File: src/rtl/stage_wb_pkg.sv
// Shared widths and constants for the memory/write-back stage.
package stage_wb_pkg;

    localparam int unsigned DATA_W_DEF = 32;
    localparam int unsigned REG_AW_DEF = 5;
    localparam int unsigned CNT_W_DEF  = 64;

    // Architectural zero register; writes to it are dropped at capture.
    localparam logic [4:0] REG_X0 = 5'd0;

endpackage

File: src/rtl/retire_counter.sv
// Free-running wrap-around event counter, cleared asynchronously.
module retire_counter
    import stage_wb_pkg::*;
#(
    parameter int unsigned CNT_W = CNT_W_DEF
) (
    input  logic             clk,
    input  logic             rst,
    input  logic             inc,
    output logic [CNT_W-1:0] count
);

    always_ff @(posedge clk or negedge rst) begin
        if (!rst) begin
            count <= '0;
        end else if (inc) begin
            count <= count + CNT_W'(1);
        end
    end

endmodule

File: src/rtl/stage_wb.sv
// Memory/write-back pipeline register, write-back mux and retired-instruction counter.
module stage_wb
    import stage_wb_pkg::*;
#(
    parameter int unsigned DATA_W = DATA_W_DEF,
    parameter int unsigned REG_AW = REG_AW_DEF,
    parameter int unsigned CNT_W  = CNT_W_DEF
) (
    input  logic              clk,
    input  logic              rst,
    input  logic              me_valid,
    input  logic              me_regs_write,
    input  logic              me_mem2reg,
    input  logic [REG_AW-1:0] me_rd,
    input  logic [DATA_W-1:0] me_alu_o,
    input  logic [DATA_W-1:0] me_mem_data,
    input  logic [DATA_W-1:0] me_pc,
    input  logic              stall,
    input  logic              flush,
    output logic              wb_valid,
    output logic              w_regs_write,
    output logic [REG_AW-1:0] w_regs_addr,
    output logic [DATA_W-1:0] w_regs_data,
    output logic [DATA_W-1:0] wb_pc,
    output logic [CNT_W-1:0]  instret
);

    logic [DATA_W-1:0] wb_data_d;
    logic              wb_write_d;
    logic              retire;

    always_comb begin
        wb_data_d  = me_mem2reg ? me_mem_data : me_alu_o;
        wb_write_d = me_valid & me_regs_write & (me_rd != REG_AW'(REG_X0));
    end

    always_ff @(posedge clk or negedge rst) begin
        if (!rst) begin
            wb_valid     <= 1'b0;
            w_regs_write <= 1'b0;
            w_regs_addr  <= '0;
            w_regs_data  <= '0;
            wb_pc        <= '0;
        end else if (flush) begin
            wb_valid     <= 1'b0;
            w_regs_write <= 1'b0;
            w_regs_addr  <= '0;
            w_regs_data  <= '0;
            wb_pc        <= '0;
        end else if (!stall) begin
            wb_valid     <= me_valid;
            w_regs_write <= wb_write_d;
            w_regs_addr  <= me_rd;
            w_regs_data  <= wb_data_d;
            wb_pc        <= me_pc;
        end
    end

    // An entry is counted on the edge it leaves, so long stalls count it once.
    assign retire = wb_valid & (flush | ~stall);

    retire_counter #(
        .CNT_W(CNT_W)
    ) u_retire_counter (
        .clk  (clk),
        .rst  (rst),
        .inc  (retire),
        .count(instret)
    );

endmodule

File: config.mk
export PLATFORM = sky130hd
export DESIGN_NAME = stage_wb
export DESIGN_NICKNAME = d
export VERILOG_FILES = /design/src/rtl/stage_wb_pkg.sv /design/src/rtl/retire_counter.sv /design/src/rtl/stage_wb.sv
export SDC_FILE = /design/constraint.sdc
export NUM_CORES = 1
export LEC_CHECK = 0
export CAP_MARGIN = 15
export CORE_ASPECT_RATIO = 0.5
export CORE_UTILIZATION = 47
export CTS_CLUSTER_DIAMETER = 60
export CTS_CLUSTER_SIZE = 40
export DETAILED_ROUTE_END_ITERATION = 8
export MAX_ROUTING_LAYER = met4
export PLACE_DENSITY = 0.86
export SKIP_CTS_REPAIR_TIMING = 1
export SYNTH_ARGS = -nofsm -noshare
export SYNTH_HDL_FRONTEND = slang
export SYNTH_SLANG_ARGS = --single-unit
File: constraint.sdc
create_clock -name clk -period 5.37 [get_ports clk]
set_input_delay 0.8055 -clock clk [delete_from_list [all_inputs] [get_ports clk]]
set_output_delay 0.8055 -clock clk [all_outputs]
set_load 0.02 [all_outputs]
; ---- Word-level counts from Yosys, hierarchy flattened
; Index checks and enable logic that the tools add are counted.
[word_totals]
wordCells = 25
ramBits = 0
in_bits = 108
regBits = 135
latchBits = 0
n_memories = 0
romBits = 0
[op_classes]
div_mod_pow = 0
n_eq_ne = 1
shift = 0
magnitude_cmp = 0
bitwise_logic = 5
multipliers = 0
mux = 11
reduce_logical = 1
addsub = 1
[op_table]
columns = operator, n
row1 = $mux 32, 5
row2 = $add 64x1->64 const B, 1
row3 = $mux 5, 2
row4 = $reduce_bool 5->1, 1
row5 = $mux 1, 4
row6 = $and 1x1->1, 3
row7 = $ne 2x1->1 const B, 1
row8 = $not 1->1, 1
row9 = $or 1x1->1, 1

; ---- Longest topological paths before layout
[logic_depth]
ltp_word = 4
ltp_mapped = 7

; ---- Modules after synthesis
; A second synthesis with hierarchy kept.
[hier_totals]
hier_cells = 555
area_unflattened_um2 = 6510.0
[modules_own_cells]
columns = module, cells_each, instances, area_per_inst_um2, seq_area_each_um2
row1 = stage_wb, 270, 1, 3412.0, 1776.7
row2 = retire_counter, 285, 1, 3098.0, 1601.5

; ---- Worst setup path before layout
; OpenSTA, ideal clock, no wires.
[synth_timing]
path_type = input to register
startpoint = in flush
endpoint = reg u_retire_counter.count[58]
t_required_ns = 5.290
n_path_buf = 2
path_slack_ns = 2.886
arrival_ns = 2.404
path_stages = 7
cell_sequence = clkbuf_1 -> nand2b_1 -> nand3_1 -> or4b_1 -> buf_6 -> nor3_4 -> xor2_1
[synth_via]
elab_chain_len = 2
[synth_rtl]
columns = element, line_no
row1 = start: declaration, stage_wb.sv:19  ; input logic flush,
row2 = $or 1x1->1, stage_wb.sv:60  ; assign retire = wb_valid & (flush | ~stall);
row3 = $and 1x1->1, stage_wb.sv:60
row4 = end signal: assignment, retire_counter.sv:17  ; count <= count + CNT_W'(1);
row5 = end: declaration, retire_counter.sv:10  ; output logic [CNT_W-1:0] count
; Every way passes these cells.
; A chain may end at the register's enable or synchronous reset.

; ---- Worst setup path in the final report
[layout_timing]
startpoint = reg u_retire_counter.count[8]
endpoint = reg u_retire_counter.count[37]
[layout_via]
elab_chain_len = 1
[layout_rtl]
columns = element, line_no
row1 = $add 64x1->64, retire_counter.sv:17
; Every way passes these cells.

==> impl_metrics.py <==
metrics = {
    "critical_path": {
        "slowest_delay_ns": 0.82,
        "ff2ff_path_depth": 5,
        "worstReg2RegEnd": "u_retire_counter.count[37]",
        "worstPathArrival_ns": 2.99,
        "crit_family": "simple AND/OR/NAND/NOR gates",
        "rrSetupSlack_ns": 2.71,
        "crit_fanout": 8,
        "required_ns": 5.70,
        "timing.rr.start": "u_retire_counter.count[8]",
        "worst-path-buf-inv": 0,
        "crit_path_start_kind": "register",
        "critPathSlowestCell": "nor4_1",
        "end_kind": "register",
        "crit_start": "u_retire_counter.count[8]",
        "crit_type": "register to register",
        "path_cells": "nand3_1 > nor4_1 > nand3_1 > nor4_1 > xor2_1",
    },
    "route": {
        "ant_nets": 0,
        "post-route-drc-count": 0,
        "drt-total-wl_um": 17400,
        "num_vias": 5363,
        "drt-initial-drc-count": 335,
        "first_pass_iters": 5,
        "post_drt_wl_per_cell_um": 17.2,
        "vias_per_cell": 5.30,
    },
    "synthesis": {
        "syn_area_per_cell_um2": 10.4,
        "synth_fp_nets": 703,
        "synth_cell_type_count": 33,
        "yosys_warnings": 0,
        "synth_area_mm2": 0.00616,
        "synthCells": 594,
        "ys_seq_elements": 135,
        "ys_seq_area_share_pct": 54.8,
    },
    "finish": {
        "n_antenna_cell": 0,
        "nFillCells": 888,
        "area_growth_pct": 51.2,
        "drive_above_1_share_pct": 5.34,
        "final_nets": 939,
    },
    "floorplan": {
        "initial_core_util_pct": 48.4,
        "die_x_um": 164,
        "die_y_um": 83.0,
        "pin_count": 243,
        "rows": 29,
        "die_area_mm2": 0.0136,
        "core_mm2": 0.0127,
    },
    "clock_tree": {
        "path_clk_slew_ns": 0.06,
        "htreeDepth": 4,
        "numCtsBuffers": 17,
        "cts_tree": "built",
        "root_buffer": "clkbuf_16",
        "cts_max_path_buffers": 2,
        "clock-sinks": 135,
        "clkLatencyLatePin_ns": 0.41,
    },
    "timing": {
        "rsz0062_at_grt": "no",
        "fin_crit_sh_pct": 49.5,
        "worstMarginPinSlew_ns": 0.957,
        "slew_violations": 0,
        "tns_ns": 0,
        "fmax_mhz": 376,
        "holdWs_ns": 0.447,
        "period_minus_slack_ns": 2.66,
        "finalHoldViolCount": 0,
        "final-setup-viol-count": 0,
        "skew_ns": 0.00651,
        "maxSlewHeadroom_pct": 36.2,
    },
    "global_route": {
        "antenna_found_initial": 0,
        "grt_overflow": 0,
        "track_usage_pct": 27.7,
        "grt_max_degree": 92,
        "grt_pass1_vias": 5479,
        "grt_pass1_wl_um": 28300,
    },
    "place": {
        "dp_hpwl_um": 12200,
        "io_buffers": 242,
        "gp_congestion": 0.840,
    },
    "worst_hold_path": {
        "min_path_type": "input port to async pin",
    },
    "power": {
        "power_density_mw_per_mm2": 295,
        "max-vdd-ir-drop_mv": 0.222,
        "p_leak_uw": 0.00421,
        "total_power_uw": 2750,
    },
    "outcome": {
        "outcome": "finished clean",
    },
    "run": {
        "drv_cap": 0,
    },
}
-- Yosys cell counts --
master	instances	area, um2
nand2_1	31	116
nor3_4	1	16.3
or3_1	1	6.26
and3_1	7	43.8
buf_2	1	5.00
buf_4	1	7.51
nor3_2	3	30.0
nand4_1	19	119
dfrtp_1	135	3380
nor2b_1	1	6.26
xnor2_1	32	280
nand3_1	31	155
clkbuf_1	22	82.6
nand2b_1	1	6.26
nor4_1	8	50.1
nor4b_1	1	8.76
nor3_1	19	95.1
inv_1	8	30.0
buf_6	1	11.3
o211ai_1	1	7.51
and4_1	2	17.5
and2_1	1	6.26
mux2i_1	70	701
a21oi_1	33	165
ha_1	1	12.5
or4_1	3	22.5
or4b_1	1	10.0
buf_1	3	11.3
nor4_2	1	12.5
nor2_1	122	458
mux2_2	1	11.3
and3_2	1	7.51
xor2_1	31	272
-- cells by family after synthesis --
group	share of synthesized area [%]
AOI/OAI and AO/OA	2.80
buffers and inverters	2.40
and+or+nand+nor	19.3
adders and majority gates	0.203
muxes	11.6
xor gates and xnor gates	8.95
DFF	54.8
-- placed cells by master (no fill, tap or decap), drive strengths merged, types with 2 or more instances in the layout --
master,instances
dfrtp,135
nand3,31
buf,7
bufinv,3
a21oi,33
clkdlybuf4s50,238
clkbuf,21
nor4,9
and4,2
nor2,122
or4,3
mux2i,70
xor2,31
xnor2,32
nand4,19
inv,9
clkinv,3
nor3,23
nand2,31
clkinvlp,3
and3,8
-- through the flow --
stage | area, um2 | utilization [%] | worst slack (ns) | instances
final | 9320 | 73.1 | 2.71 | 1012
after CTS | 9320 | 73.1 | 2.77 | 1012
after global placement | 8690 | 68.2 | 2.47 | 981
after global routing | 9320 | 73.1 | 2.53 | 1012
after detailed placement | 8690 | 68.2 | 2.40 | 981
after floorplan | 6160 | - | 2.89 | 594
-- per-layer routing --
metal	GRT usage, %	vias to the layer above	wire, um
met5	-	-	0
met4	12.5	0	589
met3	4.65	53	767
met2	46.5	179	8970
met1	32.8	2635	7070
li1	-	2496	-
-- sequential cells by signal (all words and copies together) (netlist names) --
register / flops
w_regs_addr: 5
wb_valid: 1
u_retire_counter.count: 64
wb_pc: 32
w_regs_data: 32
w_regs_write: 1
-- worst max path at each step --
stage / endpoint / cells past startpoint
6_report: u_retire_counter.count[37] / 5
4_1_cts: u_retire_counter.count[37] / 5
5_1_grt: u_retire_counter.count[37] / 5
2_1_floorplan: u_retire_counter.count[58] / 7
3_3_place_gp: u_retire_counter.count[60] / 6
3_5_place_dp: u_retire_counter.count[58] / 6
-- worst register-to-register path: cells and delay by family (launching register included) --
family,cells,cell delay [ns]
flops,1,0.46
simple gates,4,1.94
xor+xnor,1,0.18
-- final cells by class --
cell class	count	area (um2)	share of cell area [%]
multi-input combinational	423	2640	28.3
inverter	8	30.0	0.322
sequential	135	3380	36.3
tap	170	213	2.28
clock buffer	21	480	5.16
timing repair buffer	245	2430	26.1
clock inverter	10	144	1.54
-- power breakdown --
| part | internal (uW) | total (uW) | switching [uW] |
|---|---|---|---|
| clock network | 780 | 1220 | 443 |
| registers | 1070 | 1120 | 48.6 |
| logic | 211 | 412 | 201 |
No activity file was read; power rests on OpenSTA's default activity.
==> RTL change 1: new RTL, same settings <==
Change the package constant `REG_X0` from 5'd0 to 5'd1.
--- a/src/rtl/stage_wb_pkg.sv
+++ b/src/rtl/stage_wb_pkg.sv
@@ -7,5 +7,5 @@
 
     // Architectural zero register; writes to it are dropped at capture.
-    localparam logic [4:0] REG_X0 = 5'd0;
+    localparam logic [4:0] REG_X0 = 5'd1;
 
 endpackage
Behaviour: not the same (a bounded check fails within 4 cycles, from zero or initial values and one cycle with rst low).
==> RTL change 1 against the unedited design <==
  * Combinational power down 4.9%
  * Global-route usage shrank 1.9 points
  * Final area fell by 0.21%
  * Sequential cell count unchanged
  * Total power down 4.1%
  * Synthesized cell count fell by 0.67%
  * Core utilization decreased by 0.36 points
  * Clock skew increased by 0.0030 ns
  * Setup slack better by 0.020 ns
  * Hold slack improved by 0.018 ns
  * Wire length shrank 6.9%
  * Area after synthesis rose by 0.59%
  * Clock power shrank 7%
  * Largest power group unchanged
==> RTL change 1: results <==
export IMPL_status="complete, no violations"
export IMPL_gp_congestion=0.835
export IMPL_dr_wl_met2_um=8280
export IMPL_grt_usage_pct=25.8
export IMPL_route_met3_wl_um=580
export IMPL_avgSynthCellArea_um2=10.5
export IMPL_place_area_um2=8710
export IMPL_wl_met1_um=6930
export IMPL_finalHoldWorstSlack_ns=0.465
export IMPL_synth_commonest_cells="dfrtp_1 (135), nor2_1 (118), mux2i_1 (70)"
export IMPL_die_area_um2=13700
export IMPL_multi_input_area_um2=2650
export IMPL_path_max_fanout=16
export IMPL_yosysSeqAreaShare_pct=54.5
export IMPL_post_place_ws_ns=2.34
export IMPL_nClkBuffers=18
export IMPL_inverters_excl_clock=12
export IMPL_drt_iter0_drc=268
export IMPL_period_share_pct=49.1
export IMPL_antenna_found_initial=0
export IMPL_layout_drive_gt1_share_pct=6.21
export IMPL_worst_slew_pin_slew_ns=1.13
export IMPL_synth_cell_type_count=34
export IMPL_dr_total_vias=5238
export IMPL_hpwl_um=11300
export IMPL_grt_use_met3_pct=4.50
export IMPL_grt_use_met1_pct=31.7
export IMPL_dp_cells=975
export IMPL_nNetsFinal=933
export IMPL_buffer_area_share_pct=26.2
export IMPL_dr_pass1_iters=4
export IMPL_crit_slowest_cell="or4_4"
export IMPL_skew_ns=0.00955
export IMPL_p_leak_uw=0.00422
export IMPL_seq_area_share_pct=36.3
export IMPL_peakVddDrop_mv=0.239
export IMPL_hold_path_class="in -> async"
export IMPL_nFillCells=963
export IMPL_grt_pass1_wl_um=26900
export IMPL_wl_um=16200
export IMPL_critPathMaxStageDelay_ns=0.73
export IMPL_grt_max_degree=98
export IMPL_avgRoutedWirePerCell_um=16.1
export IMPL_multi_input_gates=413
export IMPL_grt_pass1_vias=5349
export IMPL_use_met2_pct=42.0
export IMPL_synthTopCellsByArea="dfrtp_1 (55%), mux2i_1 (11%), nor2_1 (7.1%)"
export IMPL_crit_arrival_ns=2.97
export IMPL_synth_nets=699
export IMPL_r2r_setup_slack_ns=2.73
RTL change 1: report_power, final:
part	internal (uW)	leakage [uW]	switching [uW]
clock network	686	0.000269	455
registers	1070	0.00177	39.8
logic	206	0.00217	186
RTL change 1: cell families (layout without fill, tap and decap cells):
family,Yosys count,after routing,share of synthesized area [%]
compound gates,33,33,2.66
xor+xnor,63,63,8.90
simple gates,245,245,19.4
mux,71,71,11.5
buf+inv,42,289,2.83
fa+ha+maj,1,1,0.202
flops,135,135,54.5
RTL change 1: worst paths after layout:
kind,start,end,cells after the start
setup reg to reg,u_retire_counter.count[0],u_retire_counter.count[58],6
max in group asynchronous,rst,w_regs_data[14],2
setup / recovery,u_retire_counter.count[0],u_retire_counter.count[58],6
min in group clk,u_retire_counter.count[63],u_retire_counter.count[63],1
hold / removal,rst,u_retire_counter.count[19],1
hold reg to reg,u_retire_counter.count[63],u_retire_counter.count[63],1
==> RTL change 2: new RTL, same settings <==
Made on the original files. Make the reset (`rst`) synchronous in 2 clocked blocks. Comments in the files are not updated.
--- a/src/rtl/retire_counter.sv
+++ b/src/rtl/retire_counter.sv
@@ -11,5 +11,5 @@
 );
 
-    always_ff @(posedge clk or negedge rst) begin
+    always_ff @(posedge clk) begin
         if (!rst) begin
             count <= '0;
--- a/src/rtl/stage_wb.sv
+++ b/src/rtl/stage_wb.sv
@@ -35,5 +35,5 @@
     end
 
-    always_ff @(posedge clk or negedge rst) begin
+    always_ff @(posedge clk) begin
         if (!rst) begin
             wb_valid     <= 1'b0;
Check against the original RTL: differs if rst is asserted again (counterexample within 4 cycles, from zero or initial values and one cycle with rst low); with rst held inactive, the same outputs for 4 cycles.
==> RTL change 2 against the unedited design <==
  * Setup slack worse by 0.34 ns
  * Final cell count is 4.6% higher
  * Largest power group unchanged
  * Sequential cell count unchanged
  * Final area shrank 2.4%
  * Wire length shrank 6.7%
  * Total power is 9.3% lower
  * Area after synthesis is 3.7% lower
==> RTL change 2: results <==
export IMPL_grt_pass1_vias=5265
export IMPL_p_leak_uw=0.00347
export IMPL_hpwl_um=11300
export IMPL_grt_max_degree=105
export IMPL_crit_slowest_cell="and4bb_1"
export IMPL_yosysSeqAreaShare_pct=45.6
export IMPL_synth_commonest_cells="dfxtp_1 (135), nor2_1 (112), mux2i_1 (69)"
export IMPL_grt_usage_pct=25.3
export IMPL_path_max_fanout=16
export IMPL_synthTopCellsByArea="dfxtp_1 (46%), mux2i_1 (12%), nor2_1 (7.1%)"
export IMPL_finalNonFillerCells=1059
export IMPL_dr_total_vias=5478
export IMPL_crit_arrival_ns=3.34
export IMPL_antenna_cells=0
export IMPL_avgRoutedWirePerCell_um=15.3
export IMPL_h_tree_depth=4
export IMPL_skew_ns=0.00949
export IMPL_critPathMaxStageDelay_ns=0.78
export IMPL_yosys_most_used_dff="dfxtp_1"
export IMPL_grt_pass1_wl_um=25500
export IMPL_io_buffers=242
export IMPL_relSlewSlack_pct=36.5
export IMPL_status="complete, no violations"
export IMPL_dp_cells=1027
export IMPL_layout_drive_gt1_share_pct=5.37
export IMPL_nNetsFinal=991
export IMPL_root_buffer="clkbuf_16"
export IMPL_drt_iter0_drc=353
export IMPL_synth_nets=760
export IMPL_syn_inst=651
export IMPL_gp_congestion=0.809
export IMPL_synth_cell_type_count=44
export IMPL_ys_async_sr_fraction_pct=0
export IMPL_peakVddDrop_mv=0.196
export IMPL_yosys_warnings=0
RTL change 2: changes by cell type in the layout (fill, tap and decap cells not counted), moves of 9 or more:
cell	unedited run	this run
dfxtp_1	0	135
and2_1	1	51
nor3_1	19	2
nor2_1	122	112
xnor2_1	32	45
nand2_1	31	20
dfrtp_1	135	0
xor2_1	31	6
o21ai_0	0	9
and3_1	7	17
a21boi_1	0	9
RTL change 2: area by class of cell:
| type | count | area [um^2] |
|---|---|---|
| Sequential cell | 135 | 2700 |
| Clock inverter | 11 | 174 |
| Inverter | 4 | 15.0 |
| Tap cell | 165 | 206 |
| Multi-Input combinational cell | 478 | 3080 |
| Timing Repair Buffer | 246 | 2460 |
| Clock buffer | 20 | 447 |
| Fill cell | 893 | 2960 |
RTL change 2: per-layer routing:
layer  global-route usage (%)  wire (um)  vias up
li1                         -          -     2702
met1                     28.3       6800     2585
met2                     45.3       8360      154
met3                     4.49        647       37
met4                     11.5        418        0
met5                        -          0        -
RTL change 2: logic make-up after synthesis:
logic type	Yosys count	share of synthesized area, %
and+or+nand+nor	299	27.0
DFF	135	45.6
muxes	69	11.6
AOI/OAI and AO/OA	58	5.53
buffers and inverters	38	2.57
adders and majority gates	1	0.211
xor gates and xnor gates	51	7.53
RTL change 2: tightest hold or removal path, stage by stage (launching register included):
cell and delay (ns):
dfxtp_1 0.31, nand2_1 0.07, a21oi_1 0.05
RTL change 2: power breakdown:
part / internal, uW / leakage (uW) / switching, uW
Clock: 789 / 0.000293 / 438
Combinational: 138 / 0.00209 / 102
Sequential: 1020 / 0.00109 / 9.87
RTL change 2: final timing paths:
path	start	endpoint	slack [ns]	depth (start not counted)
setup / recovery	flush	u_retire_counter.count[63]	2.38	7
hold / removal	w_regs_write	w_regs_write	0.47	2
setup reg to reg	u_retire_counter.count[3]	u_retire_counter.count[63]	2.72	6
hold reg to reg	w_regs_write	w_regs_write	0.47	2
RTL change 2: metrics by stage:
stage                     setup slack, ns  power (uW)  hold slack (ns)  cell area (um^2)
after global placement               2.15        1280            0.453              8440
final                                2.38        2500            0.471              9090
after global routing                 2.25        2580            0.502              9090
after detailed placement             2.07        1290            0.463              8440
after floorplan                      3.02        1160            0.541              5930
after CTS                            2.45        2510            0.473              9060
